**config.mk**
```make
export PLATFORM = sky130hd
export DESIGN_NAME = cache_req_arbiter
export DESIGN_NICKNAME = d
export VERILOG_FILES = /design/src/rtl/cache_req_arbiter.sv
export SDC_FILE = /design/constraint.sdc
export NUM_CORES = 1
export LEC_CHECK = 0
export CAP_MARGIN = 15
export CORE_AREA = 2 2 143 145
export CTS_CLUSTER_DIAMETER = 40
export DETAILED_ROUTE_END_ITERATION = 12
export DIE_AREA = 0 0 145 147
export PLACE_DENSITY_LB_ADDON = 0.08
export SLEW_MARGIN = 20
export SYNTH_ARGS = -nofsm -noshare
export SYNTH_HDL_FRONTEND = slang
export SYNTH_SLANG_ARGS = --single-unit
export TNS_END_PERCENT = 1
```
**constraint.sdc**
```tcl
create_clock -name clk -period 2.55 [get_ports clk]
set_input_delay 0.3825 -clock clk [delete_from_list [all_inputs] [get_ports clk]]
set_output_delay 0.3825 -clock clk [all_outputs]
set_load 0.01 [all_outputs]
```
**src/rtl/cache_req_arbiter.sv**
```systemverilog
// cache_req_arbiter
// Round-robin arbiter sharing the single request port of the cache between
// NUM_REQ requesters. One transaction is in flight at a time. The cache
// enables are held through miss stalls until completion. A watchdog aborts
// transactions that never complete, and a saturating counter tracks miss-stall
// cycles.
module cache_req_arbiter #(
    parameter int NUM_REQ          = 2,
    parameter int RAM_ADDRESS_BITS = 32,
    parameter int DATA_BITS        = 32,
    parameter int TIMEOUT          = 255
) (
    input  logic                                     clk,
    input  logic                                     reset,
    input  logic [NUM_REQ-1:0]                       req_valid,
    input  logic [NUM_REQ-1:0]                       req_write,
    input  logic [NUM_REQ-1:0][RAM_ADDRESS_BITS-1:0] req_address,
    input  logic [NUM_REQ-1:0][DATA_BITS-1:0]        req_write_data,
    output logic [NUM_REQ-1:0]                       req_ready,
    output logic [NUM_REQ-1:0]                       resp_valid,
    output logic [DATA_BITS-1:0]                     resp_data,
    output logic                                     resp_error,
    output logic [RAM_ADDRESS_BITS-1:0]              address,
    output logic                                     read_en,
    output logic                                     write_en,
    output logic [DATA_BITS-1:0]                     write_data,
    input  logic                                     valid,
    input  logic                                     miss,
    input  logic [DATA_BITS-1:0]                     read_data,
    output logic [15:0]                              stall_count
);

    localparam int IDX_W  = $clog2(NUM_REQ);
    localparam int IDX1_W = IDX_W + 1;
    localparam int WAIT_W = $clog2(TIMEOUT + 1);

    localparam logic [WAIT_W-1:0]  WAIT_LAST = WAIT_W'(TIMEOUT - 1);
    localparam logic [IDX_W-1:0]   IDX_LAST  = IDX_W'(NUM_REQ - 1);
    localparam logic [NUM_REQ-1:0] ONE_HOT_0 = {{(NUM_REQ-1){1'b0}}, 1'b1};

    typedef enum logic [0:0] {
        ST_IDLE = 1'b0,
        ST_BUSY = 1'b1
    } state_t;

    state_t                      state_r;
    logic [IDX_W-1:0]            rr_ptr_r;
    logic [IDX_W-1:0]            owner_r;
    logic [WAIT_W-1:0]           wait_cnt_r;
    logic [15:0]                 stall_count_r;
    logic [RAM_ADDRESS_BITS-1:0] address_r;
    logic [DATA_BITS-1:0]        write_data_r;
    logic                        read_en_r;
    logic                        write_en_r;
    logic [NUM_REQ-1:0]          resp_valid_r;
    logic [DATA_BITS-1:0]        resp_data_r;
    logic                        resp_error_r;

    logic [IDX_W-1:0]            grant_s;
    logic [IDX_W-1:0]            next_ptr_s;
    logic                        any_valid_s;
    logic                        done_s;
    logic                        timeout_s;
    logic [NUM_REQ-1:0]          req_ready_s;

    // First requester with req_valid set, searching upward from ptr with wrap.
    function automatic logic [IDX_W-1:0] rr_pick(input logic [NUM_REQ-1:0] vld,
                                                 input logic [IDX_W-1:0]   ptr);
        logic [IDX_W-1:0]  pick_v;
        logic [IDX1_W-1:0] idx_v;
        logic              found_v;
        pick_v  = {IDX_W{1'b0}};
        found_v = 1'b0;
        for (int i = 0; i < NUM_REQ; i++) begin
            idx_v = {1'b0, ptr} + IDX1_W'(i);
            if (idx_v >= IDX1_W'(NUM_REQ)) begin
                idx_v = idx_v - IDX1_W'(NUM_REQ);
            end else begin
                idx_v = idx_v;
            end
            if (!found_v && vld[idx_v[IDX_W-1:0]]) begin
                pick_v  = idx_v[IDX_W-1:0];
                found_v = 1'b1;
            end else begin
                pick_v  = pick_v;
            end
        end
        return pick_v;
    endfunction

    // Grant selection, transaction end conditions and next round-robin pointer.
    always_comb begin
        any_valid_s = |req_valid;
        grant_s     = rr_pick(req_valid, rr_ptr_r);
        done_s      = 1'b0;
        timeout_s   = 1'b0;
        if (state_r == ST_BUSY) begin
            done_s    = valid && !miss;
            timeout_s = !(valid && !miss) && (wait_cnt_r == WAIT_LAST);
        end else begin
            done_s    = 1'b0;
            timeout_s = 1'b0;
        end
        if (owner_r == IDX_LAST) begin
            next_ptr_s = {IDX_W{1'b0}};
        end else begin
            next_ptr_s = owner_r + IDX_W'(1);
        end
    end

    // Accept strobe: combinational one-hot to the winning requester while idle.
    always_comb begin
        req_ready_s = {NUM_REQ{1'b0}};
        if ((state_r == ST_IDLE) && !reset && any_valid_s) begin
            req_ready_s = ONE_HOT_0 << grant_s;
        end else begin
            req_ready_s = {NUM_REQ{1'b0}};
        end
    end

    // Arbitration FSM with registered cache-side and response outputs.
    always_ff @(posedge clk) begin
        if (reset) begin
            state_r      <= ST_IDLE;
            rr_ptr_r     <= {IDX_W{1'b0}};
            owner_r      <= {IDX_W{1'b0}};
            wait_cnt_r   <= {WAIT_W{1'b0}};
            address_r    <= {RAM_ADDRESS_BITS{1'b0}};
            write_data_r <= {DATA_BITS{1'b0}};
            read_en_r    <= 1'b0;
            write_en_r   <= 1'b0;
            resp_valid_r <= {NUM_REQ{1'b0}};
            resp_data_r  <= {DATA_BITS{1'b0}};
            resp_error_r <= 1'b0;
        end else begin
            case (state_r)
                ST_IDLE: begin
                    resp_valid_r <= {NUM_REQ{1'b0}};
                    resp_data_r  <= {DATA_BITS{1'b0}};
                    resp_error_r <= 1'b0;
                    if (any_valid_s) begin
                        address_r    <= req_address[grant_s];
                        write_data_r <= req_write_data[grant_s];
                        write_en_r   <= req_write[grant_s];
                        read_en_r    <= ~req_write[grant_s];
                        owner_r      <= grant_s;
                        wait_cnt_r   <= {WAIT_W{1'b0}};
                        state_r      <= ST_BUSY;
                    end else begin
                        state_r      <= ST_IDLE;
                    end
                end
                ST_BUSY: begin
                    wait_cnt_r <= wait_cnt_r + WAIT_W'(1);
                    if (done_s || timeout_s) begin
                        // Completion takes priority over a coinciding timeout.
                        resp_valid_r <= ONE_HOT_0 << owner_r;
                        resp_error_r <= !done_s;
                        if (done_s && !write_en_r) begin
                            resp_data_r <= read_data;
                        end else begin
                            resp_data_r <= {DATA_BITS{1'b0}};
                        end
                        address_r    <= {RAM_ADDRESS_BITS{1'b0}};
                        write_data_r <= {DATA_BITS{1'b0}};
                        read_en_r    <= 1'b0;
                        write_en_r   <= 1'b0;
                        rr_ptr_r     <= next_ptr_s;
                        state_r      <= ST_IDLE;
                    end else begin
                        resp_valid_r <= {NUM_REQ{1'b0}};
                        resp_data_r  <= {DATA_BITS{1'b0}};
                        resp_error_r <= 1'b0;
                        state_r      <= ST_BUSY;
                    end
                end
                default: begin
                    state_r <= ST_IDLE;
                end
            endcase
        end
    end

    // Saturating count of busy cycles spent in a miss stall.
    always_ff @(posedge clk) begin
        if (reset) begin
            stall_count_r <= 16'h0000;
        end else if ((state_r == ST_BUSY) && miss && (stall_count_r != 16'hFFFF)) begin
            stall_count_r <= stall_count_r + 16'd1;
        end else begin
            stall_count_r <= stall_count_r;
        end
    end

    assign req_ready   = req_ready_s;
    assign resp_valid  = resp_valid_r;
    assign resp_data   = resp_data_r;
    assign resp_error  = resp_error_r;
    assign address     = address_r;
    assign read_en     = read_en_r;
    assign write_en    = write_en_r;
    assign write_data  = write_data_r;
    assign stall_count = stall_count_r;

endmodule
```
# After elaboration in Yosys (flattened, before gate mapping)
# Cells that the tools add are included.
word_totals:
  ff_bits: 128
  output_inout_bits: 119
classes:
  n_addsub: 6
  magnitude_cmp: 5
  eq_ne: 4
  shift: 2
  muxes: 41
  bitwise_logic: 2
  reduce_logical: 19
ops:
  columns: ["operator", "count"]
  rows:
  - ["$mux W32", 9]
  - ["$pmux W32 S2", 3]
  - ["$mux W1", 20]
  - ["$add A16 B1 Y16 const B", 1]
  - ["$ne A16 B16 Y1 const B", 1]
  - ["$pmux W8 S2", 1]
  - ["$add A8 B1 Y8 const B", 1]
  - ["$eq A8 B8 Y1 const B", 1]
  - ["$logic_and A1 B1 Y1", 8]
  - ["$mux W8", 1]
  - ["$pmux W1 S2", 4]
  - ["$logic_not A1 Y1", 6]
  - ["$lt A1 B2 Y1 const B", 3]
  - ["$reduce_and A2 Y1", 3]
  - ["$mux W2", 2]
  - ["$pmux W2 S2", 1]
  - ["$shl A1 B1 Y2 const A", 2]
  - ["$add A1 B1 Y2 const B", 1]
  - ["$ge A1 B2 Y1 const B", 1]
  - ["$ge A2 B2 Y1 const B", 1]
  - ["$ne A2 B1 Y1 const B", 1]
  - ["$ne A2 B2 Y1 const B", 1]
  - ["$not A1 Y1", 2]
  - ["$reduce_or A2 Y1", 1]
  - ["other kinds (3)", 4]

# Longest topological paths before layout
depth:
  ltp_word: 13
  mapped_depth: 8

# Worst setup path before layout
# Ideal clock, no wire load.
synth_timing:
  kind: "register to register"
  from: "register stall_count_r[0], in the netlist stall_count[0]"
  to: "register stall_count_r[14], in the netlist stall_count[14]"
  setup_time_ns: 0.121
  arrival_time_ns: 1.823
  required_time_ns: 2.429
  slack_ns: 0.606
  stages_incl_launch_ff: 6
  n_path_buf: 0
  synth_period_minus_slack_ns: 1.944
  cell_sequence: "dfxtp_1 -> ha_1 -> nand4_1 -> or3_2 -> nor4b_1 -> mux2_2"
synth_via:
  elab_chain_cells: 2
  elab_cells_between_ends: 3
  cone_classes: "1 x add/sub; 1 x eq/ne; 1 x reduce/logical"
synth_rtl:
  columns: ["item", "line_no", "rtl"]
  rows:
  - ["start: declaration", "50", "logic [15:0] stall_count_r;"]
  - ["start signal: assignment", "189", "stall_count_r <= stall_count_r + 16'd1;"]
  - ["start signal: assignment", "191", "stall_count_r <= stall_count_r;"]
  - ["branches (longest 2 deep; another with $add A16 B1 Y16)", null, null]
# Parallel ways; which one is timed is not known.
# A chain may end at the register's enable or synchronous reset.

# Final worst setup path
layout_timing:
  from: "register state_r"
  to: "output port req_ready[1]"
layout_via:
  elab_chain_cells: 4
layout_rtl:
  columns: ["item", "line_no", "rtl"]
  rows:
  - ["start: declaration", "46", "state_t state_r;"]
  - ["start signal: assignment", "124", "state_r <= ST_IDLE;"]
  - ["start signal: assignment", "148", "state_r <= ST_BUSY;"]
  - ["start signal: assignment", "150", "state_r <= ST_IDLE;"]
  - ["$not A1 Y1 (no line)", null, null]
  - ["$logic_and A1 B1 Y1 (2 in a row)", "114", "if ((state_r == ST_IDLE) && !reset && any_valid_s) begin"]
  - ["$mux W2", "114", null]
  - ["end: declaration", "19", "output logic [NUM_REQ-1:0] req_ready,"]
# No other way between the ends.

==> impl_metrics.prom <==
# TYPE chip_impl_metric gauge
chip_impl_info{name="run_status",value="complete, no violations"} 1
chip_impl_info{name="reg2reg_from",value="stall_count[0]$_SDFFE_PP0P_"} 1
chip_impl_metric{name="diodes",unit=""} 0
chip_impl_metric{name="floorplan.die.height",unit="um"} 147
chip_impl_metric{name="post_route_cells_drive_above_1_share",unit="%"} 6.597
chip_impl_metric{name="cts.sinks",unit=""} 128
chip_impl_metric{name="syn_area_per_cell",unit="um2"} 8.421
chip_impl_metric{name="vias_per_cell",unit=""} 4.850
chip_impl_metric{name="hpwl",unit="um"} 13280
chip_impl_info{name="layout_commonest_cell",value="sky130_fd_sc_hd__clkdlybuf4s50_1"} 1
chip_impl_metric{name="clk_latency",unit="ns"} 0.42
chip_impl_metric{name="regToRegSetupSlack",unit="ns"} 0.47
chip_impl_metric{name="clock_skew",unit="ns"} 0.01278
chip_impl_metric{name="route.antenna.remaining_nets",unit=""} 0
chip_impl_metric{name="post_synth_xor_area_fraction",unit="%"} 0.1507
chip_impl_metric{name="seq_power_share",unit="%"} 37.2
chip_impl_metric{name="fill_cells",unit=""} 1959
chip_impl_metric{name="comb_power_share",unit="%"} 16.1
chip_impl_info{name="critical_path.endpoint",value="req_ready[1]"} 1
chip_impl_metric{name="synth_fa_ha_area_share",unit="%"} 0.6460
chip_impl_metric{name="cts_max_level",unit=""} 4
chip_impl_metric{name="start_util",unit="%"} 29.28
chip_impl_metric{name="synth-seq-cells",unit=""} 128
chip_impl_metric{name="largest_net_degree_at_the_start_of_global_routing",unit=""} 131
chip_impl_metric{name="synth.area.mux_share",unit="%"} 0.7106
chip_impl_metric{name="synth_nets",unit=""} 861
chip_impl_info{name="unrepaired_setup_endpoints_after_global_routing",value="false"} 1
chip_impl_info{name="cts_root_buffer",value="sky130_fd_sc_hd__clkbuf_16"} 1
chip_impl_metric{name="nNetsFinal",unit=""} 1113
chip_impl_metric{name="worstPathRequired",unit="ns"} 2.17
chip_impl_metric{name="die_x",unit="um"} 145
chip_impl_metric{name="area_fraction_in_and_or_nand_and_nor_cells_after_synthesis",unit="%"} 23.02
chip_impl_info{name="most_frequent_cells_in_the_layout",value="sky130_fd_sc_hd__clkdlybuf4s50_1, sky130_fd_sc_hd__dfxtp_1, sky130_fd_sc_hd__a21oi_1"} 1
chip_impl_metric{name="drc_errors",unit=""} 0
chip_impl_metric{name="synth_cells",unit=""} 690
chip_impl_metric{name="sequential_cell_area",unit="um2"} 2562
chip_impl_metric{name="timing.final.setup_violations",unit=""} 0
chip_impl_metric{name="buffer_ports.inserted",unit=""} 286
chip_impl_metric{name="via_count_of_the_first_global_routing_pass",unit=""} 5559
chip_impl_metric{name="total_leakage_power",unit="nW"} 3.505
chip_impl_metric{name="slew_violations",unit=""} 0
chip_impl_info{name="worst_reg2reg_endpoint",value="stall_count[14]$_SDFFE_PP0P_"} 1
chip_impl_metric{name="core_region_area",unit="um2"} 19840
chip_impl_metric{name="crit_arrival",unit="ns"} 2.03
chip_impl_metric{name="cts.repair.resized",unit=""} 0
chip_impl_metric{name="cell_internal_pwr",unit="mW"} 4.279
chip_impl_metric{name="routedWlPerCell",unit="um"} 16.06
chip_impl_metric{name="compound_cell_area_share_of_the_yosys_netlist",unit="%"} 26.61
chip_impl_metric{name="number_of_standard_cell_rows_in_the_floorplan",unit=""} 52
chip_impl_info{name="ws_path_type",value="reg -> out"} 1
chip_impl_info{name="synth_top_family_by_area",value="compound AO/OA/AOI/OAI gates"} 1
chip_impl_metric{name="ys_seq_area_share",unit="%"} 44.10
chip_impl_metric{name="drv_cap",unit=""} 0
chip_impl_metric{name="design.die.area",unit="um2"} 21320
chip_impl_info{name="tritoncts",value="done"} 1
chip_impl_info{name="critPathLaunchType",value="register"} 1
chip_impl_metric{name="routed_vias",unit=""} 5941
chip_impl_metric{name="pwr_density_cell",unit="nW/um2"} 596.3
chip_impl_metric{name="finalHoldWorstSlack",unit="ns"} 0.4217
chip_impl_metric{name="power.share.clock",unit="%"} 46.7
chip_impl_metric{name="maximum_vdd_drop",unit="V"} 0.0004266
chip_impl_metric{name="hold_buffers_post_cts",unit=""} 0
chip_impl_metric{name="async_flop_share",unit="%"} 0
chip_impl_metric{name="grt_pass1_wl",unit="um"} 30720
chip_impl_info{name="dominantRegCellSynth",value="sky130_fd_sc_hd__dfxtp_1"} 1
chip_impl_metric{name="detailedRoute.firstPassIterationCount",unit=""} 4
chip_impl_metric{name="swShare",unit="%"} 25.05
chip_impl_info{name="cp-startpoint",value="state_r$_SDFF_PP0_"} 1
chip_impl_info{name="cp-end-kind",value="primary output"} 1
chip_impl_metric{name="p_sw",unit="mW"} 1.430
chip_impl_metric{name="grt_overflow_total",unit=""} 0
chip_impl_metric{name="post_cts.repair.setup_buffers",unit=""} 0
chip_impl_metric{name="ios",unit=""} 287
chip_impl_metric{name="rr_worst_depth",unit=""} 5
chip_impl_metric{name="routed_wirelength",unit="um"} 19670
chip_impl_metric{name="worstPathMaxFanout",unit=""} 12
chip_impl_metric{name="ys.warnings.count",unit=""} 0
chip_impl_metric{name="cts-root-to-sink-buffers",unit=""} 2
chip_impl_metric{name="hold_violations",unit=""} 0
chip_impl_metric{name="post-route-min-period",unit="ns"} 2.411
chip_impl_metric{name="setup_tns",unit="ns"} 0
chip_impl_metric{name="clock.fmax",unit="MHz"} 414.7
chip_impl_metric{name="routability_cong",unit=""} 0.7428
chip_impl_metric{name="track_usage",unit="%"} 18.07
chip_impl_metric{name="final.period_utilization",unit="%"} 94.57
chip_impl_metric{name="antenna_found_initial",unit=""} 0
chip_impl_metric{name="path_clk_slew",unit="ns"} 0.06
chip_impl_metric{name="detail_route.iter0.violations",unit=""} 254
chip_impl_metric{name="multiInputGateArea",unit="um2"} 2984
chip_impl_info{name="hp-class",value="in -> reg"} 1
chip_impl_metric{name="normalized_max_slew_margin",unit="%"} 56.49
chip_impl_metric{name="cts_buffers",unit=""} 17
chip_impl_metric{name="syn2layout_area_growth",unit="%"} 64.79
chip_impl_metric{name="max_slew.worst_pin.slew",unit="ns"} 0.6476
chip_impl_metric{name="synth.cell_area",unit="um2"} 5811
chip_impl_metric{name="synthDistinctLibCells",unit=""} 41
chip_impl_metric{name="synth-edff-count",unit=""} 0
metrics by stage:
stage	area [um2]	setup WS, ns	instances	total power, mW	utilization [%]
after floorplan	5811	0.6064	690	2.556	-
after global placement	8934	0.1719	1193	3.098	45.02
after detailed placement	8934	0.1543	1193	3.100	45.02
after CTS	9575	0.1038	1225	5.795	48.25
after global routing	9575	0.04417	1225	5.977	48.25
final	9575	0.1385	1225	5.710	48.25
per-layer routing:
| metal | wire length (um) | GRT usage (%) | up-vias |
|---|---|---|---|
| met4 | 346 | 5.347 | 0 |
| met1 | 8666 | 22.52 | 2738 |
| met3 | 1387 | 6.460 | 20 |
| li1 | - | - | 2997 |
| met5 | 0 | 0 | - |
| met2 | 9272 | 29.48 | 186 |
power by group through the flow:
stage | Combinational [mW] | Clock [mW] | Sequential [mW]
after floorplan | 0.353 | 0 | 2.20
after global placement | 0.931 | 0 | 2.17
after detailed placement | 0.932 | 0 | 2.17
after CTS | 0.935 | 2.73 | 2.13
after global routing | 1.00 | 2.84 | 2.13
final | 0.921 | 2.66 | 2.12
final cells by class:
cell class	instances	area share (%)
clock inverters	14	2.117
repair buffers	301	31.65
clock buffers	18	4.586
flip-flops and latches	128	26.76
well taps	270	3.528
inverters	5	0.1960
multi-input cells	489	31.16
cell families after synthesis:
kind of cell,Yosys count
mux,4
xor+xnor,1
buf+inv,73
compound gates,234
flops,128
fa+ha+maj,3
simple gates,247
worst min-delay path by stage:
stage | start | to | slack (ns) | cells after the start
6_report | req_valid[1] | wait_cnt_r[1]$_SDFFE_PP0P_ | 0.42 | 4
4_1_cts | req_valid[1] | wait_cnt_r[1]$_SDFFE_PP0P_ | 0.41 | 4
5_1_grt | req_valid[1] | wait_cnt_r[1]$_SDFFE_PP0P_ | 0.44 | 4
2_1_floorplan | owner_r$_SDFFE_PP0P_ | resp_valid[0]$_SDFF_PP0_ | 0.42 | 1
3_3_place_gp | read_en$_SDFFE_PP0P_ | read_en$_SDFFE_PP0P_ | 0.44 | 2
3_5_place_dp | address[14]$_SDFFE_PP0P_ | address[14]$_SDFFE_PP0P_ | 0.44 | 2
critical path, cell delays in order (launching register included):
cell,delay [ns]
sky130_fd_sc_hd__dfxtp_1,0.34
sky130_fd_sc_hd__buf_4,0.19
sky130_fd_sc_hd__o21bai_1,0.23
sky130_fd_sc_hd__nor3b_1,0.26
sky130_fd_sc_hd__clkdlybuf4s50_1,0.60
sequential cells by signal, indices dropped and copies added, names as in the netlist:
name and flops:
address 32, resp_data 32, write_data 32, stall_count 16, wait_cnt_r 8, resp_valid 2
owner_r 1, read_en 1, resp_error 1, rr_ptr_r 1, state_r 1, write_en 1
cells in the mapped netlist, drive strengths merged, types with 2 or more instances:
cell	instances	area share, %
a21boi	65	8.4
a21oi	81	7.0
a31oi	2	0.22
and2	33	3.6
and3	67	7.2
buf	8	0.56
clkbuf	60	3.9
dfxtp	128	44
ha	3	0.65
inv	5	0.32
mux2i	3	0.52
nand2	78	5.0
nand3	8	0.69
nand4	9	1.1
nor2	9	0.58
nor2b	2	0.22
nor3	10	0.86
nor3b	2	0.26
nor4	3	0.32
o211ai	69	8.9
o21ai	4	0.34
o21bai	2	0.26
o31ai	7	0.90
or2	3	0.32
or3	12	1.4
or4	7	0.99
No activity file was read; power rests on OpenSTA's default activity.
